[src/rtl/dpi_stream_regex_ctx.sv]
// Per-stream context manager for one regex DFA engine: saves and restores DFA state per stream,
// registers the DFA interface, and keeps saturating global and per-stream match counters.
module dpi_stream_regex_ctx #(
  parameter int STATE_W = 11,
  parameter int SID_W   = 6,
  parameter int COUNT_W = 16
) (
  input  logic               clk,
  input  logic               rst_n,
  input  logic               load_state,
  input  logic               new_stream_id,
  input  logic [SID_W-1:0]   stream_id,
  input  logic               enable,
  input  logic [7:0]         char_in,
  input  logic               char_in_vld,
  input  logic               eop,
  input  logic               cnt_clr,
  input  logic [SID_W-1:0]   rd_sid,
  output logic [COUNT_W-1:0] rd_count,
  output logic [COUNT_W-1:0] count,
  output logic               fired,
  output logic [7:0]         dfa_char,
  output logic               dfa_char_vld,
  output logic [STATE_W-1:0] dfa_state_in,
  output logic               dfa_state_in_vld,
  input  logic [STATE_W-1:0] dfa_state_out,
  input  logic               dfa_accept
);

  localparam int NUM_STREAMS = 2 ** SID_W;
  localparam logic [COUNT_W-1:0] CNT_MAX = {COUNT_W{1'b1}};

  logic [STATE_W-1:0] state_mem [NUM_STREAMS];
  logic [NUM_STREAMS-1:0] valid;
  logic [COUNT_W-1:0] cnt [NUM_STREAMS];

  logic [SID_W-1:0]   cur_sid;
  logic [STATE_W-1:0] st_r;
  logic               acc_r;
  logic [STATE_W-1:0] stage_val;
  logic               stage_vld;

  logic               save_en;
  logic               hit;
  logic [STATE_W-1:0] restore_val;
  logic               fired_nxt;

  assign save_en = eop & enable;
  assign hit     = save_en & (fired | acc_r);

  // A save to the slot being loaded in the same cycle is forwarded from st_r.
  always_comb begin
    restore_val = '0;
    if (!new_stream_id) begin
      if (save_en && (stream_id == cur_sid)) begin
        restore_val = st_r;
      end else if (valid[stream_id]) begin
        restore_val = state_mem[stream_id];
      end
    end
  end

  // eop ends the packet's match window; a load with a coincident accept still flags the new packet.
  always_comb begin
    fired_nxt = eop ? 1'b0 : fired;
    if (load_state) fired_nxt = 1'b0;
    if (acc_r && (load_state || !eop)) fired_nxt = 1'b1;
  end

  always_ff @(posedge clk) begin
    if (!rst_n) begin
      dfa_char         <= '0;
      dfa_char_vld     <= 1'b0;
      st_r             <= '0;
      acc_r            <= 1'b0;
      cur_sid          <= '0;
      stage_val        <= '0;
      stage_vld        <= 1'b0;
      dfa_state_in     <= '0;
      dfa_state_in_vld <= 1'b0;
      fired            <= 1'b0;
    end else begin
      dfa_char         <= char_in;
      dfa_char_vld     <= char_in_vld;
      st_r             <= dfa_state_out;
      acc_r            <= dfa_accept;
      stage_vld        <= load_state;
      dfa_state_in_vld <= stage_vld;
      fired            <= fired_nxt;
      if (load_state) begin
        cur_sid   <= stream_id;
        stage_val <= restore_val;
      end
      if (stage_vld) dfa_state_in <= stage_val;
    end
  end

  // State memory is left unreset; the valid bits decide whether its contents are used.
  always_ff @(posedge clk) begin
    if (save_en) state_mem[cur_sid] <= st_r;
  end

  always_ff @(posedge clk) begin
    if (!rst_n || cnt_clr) begin
      valid <= '0;
    end else if (save_en) begin
      valid[cur_sid] <= 1'b1;
    end
  end

  always_ff @(posedge clk) begin
    if (!rst_n || cnt_clr) begin
      count <= '0;
      for (int i = 0; i < NUM_STREAMS; i++) cnt[i] <= '0;
    end else if (hit) begin
      if (count != CNT_MAX) count <= count + COUNT_W'(1);
      if (cnt[cur_sid] != CNT_MAX) cnt[cur_sid] <= cnt[cur_sid] + COUNT_W'(1);
    end
  end

  always_ff @(posedge clk) begin
    if (!rst_n) rd_count <= '0;
    else        rd_count <= cnt[rd_sid];
  end

endmodule

[config.mk]
export PLATFORM = sky130hd
export DESIGN_NAME = dpi_stream_regex_ctx
export DESIGN_NICKNAME = d
export VERILOG_FILES = /design/src/rtl/dpi_stream_regex_ctx.sv
export SDC_FILE = /design/constraint.sdc
export NUM_CORES = 2
export LEC_CHECK = 0
export CAP_MARGIN = 20
export CORE_MARGIN = 1
export CORE_UTILIZATION = 45
export DETAILED_ROUTE_END_ITERATION = 6
export PLACE_DENSITY_LB_ADDON = 0.3
export SLEW_MARGIN = 20
export SYNTH_ARGS = -nofsm -noshare
export SYNTH_HDL_FRONTEND = slang
export SYNTH_SLANG_ARGS = --single-unit
[constraint.sdc]
create_clock -name clk -period 8.8 [get_ports clk]
set_input_delay 1.76 -clock clk [delete_from_list [all_inputs] [get_ports clk]]
set_output_delay 1.76 -clock clk [all_outputs]
set_load 0.005 [all_outputs]
Yosys cells after proc, flatten, opt, wreduce, memory -nomap -nowiden
Memory sizes are Yosys's and may differ from the RTL's. A register that Yosys moved wholly into a read port is not among the register bits. Index checks and enable logic that the tools add are counted.

Memories kept: 2. Word-level logic and storage cells: 60. Output and inout port bits: 54. Bits of input ports: 40. Bits in latches: 0. Bits in registers: 132. Memory bits (writable): 1728. Bits in read-only memories: 0.

$mul: 0. $add $sub $neg: 2. Reduce and logical (&&, ||, !) cells: 11. Muxes and demuxes: 23. Bitwise operators: 4. Order comparisons: 3. Shifts and indexed selects: 0. Eq/ne operators: 3. Div/mod/pow operators: 0.

Memories: cnt (words 64, width 16, read ports 2, clocked after memory_dff 2, wr ports 64, line 35) `logic [COUNT_W-1:0] cnt [NUM_STREAMS];`; state_mem (words 64, width 11, read ports 1, clocked after memory_dff 0, wr ports 1, line 33) `logic [STATE_W-1:0] state_mem [NUM_STREAMS];`.

Operator list (count): 64-bit OR (1); 11-bit 2-to-1 mux (3); 16-bit by 1-bit adder with 16-bit output, second input constant (2); 16-bit inequality test, second input constant (2); 6-bit 2-to-1 mux (3); 16-bit 2-to-1 mux (1); 16-bit OR reduction (1); 6-bit by 7-bit less-than comparator with 1-bit output, second input constant (2); 1-bit 2-to-1 mux (14); 1-bit binary-select mux with 6-bit select (1); 1-bit demux with 6-bit select (1); 6-bit equality test (1); 6-bit by 1-bit greater-or-equal comparator with 1-bit output, second input constant (1); 1-bit logical AND (3); 1-bit logical NOT (3); 3-bit nonzero test (1); 1-bit bitwise AND (2); 1-bit logical OR (2); 2-bit AND reduction (1); 1-bit OR (1).

Longest topological paths before layout
Depth after elaboration: 7. Gate-level depth with buffers: 19.

Worst setup path before layout
Ideal clock, no wire load.

Kind: in2reg. Start point: input port eop. End point: memory cnt[18][0], enable pin. Path buffers: 3. Cell stages on the path: 8. Setup slack: 3.676 ns. Library setup time: 0.411 ns. Arrival: 4.713 ns. Cell sequence: nand2_1 or2_2 clkbuf_1 nor2_1 clkbuf_1 o311ai_2 buf_2 o21ai_0.

RTL lines: from (decl) (line 16) `input logic eop,`; to (decl) (line 35).

==> flow_summary.toml <==
[floorplan]
coreArea_sq_um = 195000
io_pins = 94
die_x_um = 446
fp.dieH_um = 446
die-area_sq_um = 199000
rows = 162
start_util_pct = 45.4

[finish]
multi_input_area_sq_um = 31100
final_util_pct = 50.5
drive_gt1_share_pct = 27.5
area_delta_synth_final_pct = 11.4
final-seq-area_sq_um = 55000
final_net_count = 5416
fillerInstances = 15900

[synth]
synth_cells = 5475
syn-cell-area_sq_um = 88600
yosys.area_share.simple_pct = 8.96
synth_ff_type = "edfxtp_1"
ys_async_sr_fraction_pct = 0
synth_top_cell_area_share_pct = 58.6
yosysTopAreaCell = "edfxtp_1"
synth_xor_area_share_pct = 0.246
synth_edf_count = 1728
synthDistinctLibCells = 84
synth_fa_ha_area_share_pct = 0.0283
synthTopCellsByArea = "edfxtp_1 59%, mux4_2 20%, dfxtp_1 3.5%"
synth_top_family_by_area = "multiplexers"
yosys_register_bits = 1882
synthMuxAreaShare_pct = 21.5
avgSynthCellArea_sq_um = 16.2
synth_nets = 5517
synth_compound_area_share_pct = 3.70
yosys_warnings = 0
yosysSeqAreaShare_pct = 62.1

[placement]
io_buffers = 93
dp_slack_ns = 2.49
dp_hpwl_mm = 182
gp_routability_congestion = 1.01

[timing]
worst_pin_slew_ns = 1.27
fin_crit_sh_pct = 74.5
finalHoldViolCount = 0
drv_slew = 0
slew_headroom_pct = 15.3
clock_skew_ns = 0.0735
setup_viol = 0
fin_crit_ns = 6.56
fmax_mhz = 152
rsz0062_at_grt = "false"
setup_tns_ns = 0
setup_slack_ns = 2.24

[setup_path]
crit_required_ns = 9.18
start_kind = "flop"
crit_type = "flop to flop"
cp_max_fo = 45
worstPathArrival_ns = 6.94
cp-end-kind = "flop"

[detailed_routing]
drc = 0
drtPass1Iterations = 6
viasPerCell = 6.82
wl_per_cell_um = 35.5
drt-initial-drc-count = 8119
antenna_left = 0
vias = 55700
wirelength_mm = 290

[clock_tree]
cts_resized = 0
clk_pin_slew_ns = 0.06
tritoncts = "built"
clk_latency_ns = 0.87
clock_sinks = 1882
cts_root_buffer = "clkbuf_16"
cts_buffers = 195
cts_buffer_depth = 3
cts_htree_levels = 4
ctsHoldBuffers = 0
cts_setup_buffers = 0

[min_path]
holdCritPathClass = "flop to flop"

[grt]
grt_pass1_vias = 54600
grtUsageMet2_pct = 44.9
grt_overflow = 0
grt-busiest-layer = "met2"
grt_pass1_wl_mm = 411
grtUsageMet1_pct = 36.9
met3_usage_pct = 7.78
grt_usage_pct = 29.1
grt_max_degree = 193
antenna_found_initial = 15

[pwr]
power.leakage_nw = 31.6
ir_drop_mv = 0.226
power_density_nw_per_um2 = 210

[job]
drv_cap = 0

[run_status]
status = "finished, final reports clean"
-- area by class of cell --
type                            count  share of cell area (%)
Antenna cell                        6                  0.0152
Timing Repair Buffer              306                    2.79
Clock inverter                    114                    1.25
Inverter                           12                  0.0469
Sequential cell                  1882                    55.7
Multi-Input combinational cell   2977                    31.5
Clock buffer                      252                    5.28
Tap cell                         2624                    3.33
-- logic make-up (layout without fill, tap and decap cells) --
group / after synthesis / in the layout
mux: 936 / 936
compound gates: 401 / 401
simple gates: 1614 / 1614
flops: 1882 / 1882
xor+xnor: 24 / 24
fa+ha+maj: 2 / 2
buf+inv: 616 / 684
other cells: 0 / 6
-- stage by stage --
stage	power (mW)	hold WS, ns	instances	cell area [sq um]
floorplan	11.5	0.425	5475	88600
global placement	12.4	0.444	7799	92000
detailed placement	12.4	0.455	7801	92100
CTS	20.7	0.471	8167	98600
global route	21.1	0.490	8167	98600
finish	20.7	0.467	8173	98700
-- Yosys cell counts (64+ instances only) --
cell         n
nor3_1     552
nor4_1     223
nand2_1    133
edfxtp_1  1728
mux4_2     772
buf_2      101
clkbuf_1   318
dfxtp_1    154
buf_1       77
nor2_1     471
o21ai_0     64
mux2i_1    134
-- per-layer routing --
metal	part of all wire [%]	up-vias	routed length [um]
met5	0.021	-	62
li1	-	22100	-
met2	46	3963	134000
met3	12	874	33700
met4	7.2	10	21000
met1	35	28800	101000
-- power by group --
| part | switching (mW) | leakage (nW) | internal, mW | total (mW) |
|---|---|---|---|---|
| registers | 0.152 | 19.0 | 9.97 | 10.1 |
| clock network | 3.66 | 3.13 | 4.74 | 8.39 |
| logic | 1.48 | 9.51 | 0.680 | 2.16 |
| total | 5.29 | 31.6 | 15.4 | 20.7 |
-- worst max-delay path, cell delays in order (launching register included) --
cell and delay [ns]:
dfxtp_4 0.95, buf_4 0.69, mux4_2 0.40, a22oi_1 0.11, a211oi_1 0.63, nor4_2 0.19, a21oi_4 0.30, nand3_2 0.78
o31ai_4 1.16, nand2_1 0.78
-- state kept, by name, indices dropped and copies added (netlist names), named ones only --
| name | flops |
|---|---|
| rd_count | 16 |
| dfa_state_in_vld | 1 |
| count | 16 |
| fired | 1 |
| cur_sid | 6 |
| valid | 64 |
| st_r | 11 |
| acc_r | 1 |
| dfa_char_vld | 1 |
| dfa_char | 8 |
| state_mem | 704 |
| dfa_state_in | 11 |
| cnt | 1024 |
| stage_vld | 1 |
| stage_val | 11 |
-- cells in the final DEF (no fill, tap or decap), drive strengths merged, types with 20 or more instances in the layout --
cell,n
mux2i,134
nor2b,40
o21ai,78
or3,22
a211oi,77
edfxtp,1728
nand3,54
nand2,133
mux2,30
nor2,471
a22oi,45
buf,222
clkdlybuf4s50,84
o22ai,24
clkbuf,252
clkinv,87
a21oi,65
dfxtp,154
o31ai,20
mux4,772
nor4,226
and2,48
nor3,554
o211ai,22
-- final timing paths --
kind	from	endpoint	slack, ns	cells after the start
setup / recovery	flop	cnt[7][6]	2.24	9
hold reg to reg	stage_val[10]	stage_val[10]	0.47	2
hold / removal	stage_val[10]	stage_val[10]	0.47	2
setup reg to reg	flop	cnt[7][6]	2.24	9
No activity file was read; power rests on OpenSTA's default activity.
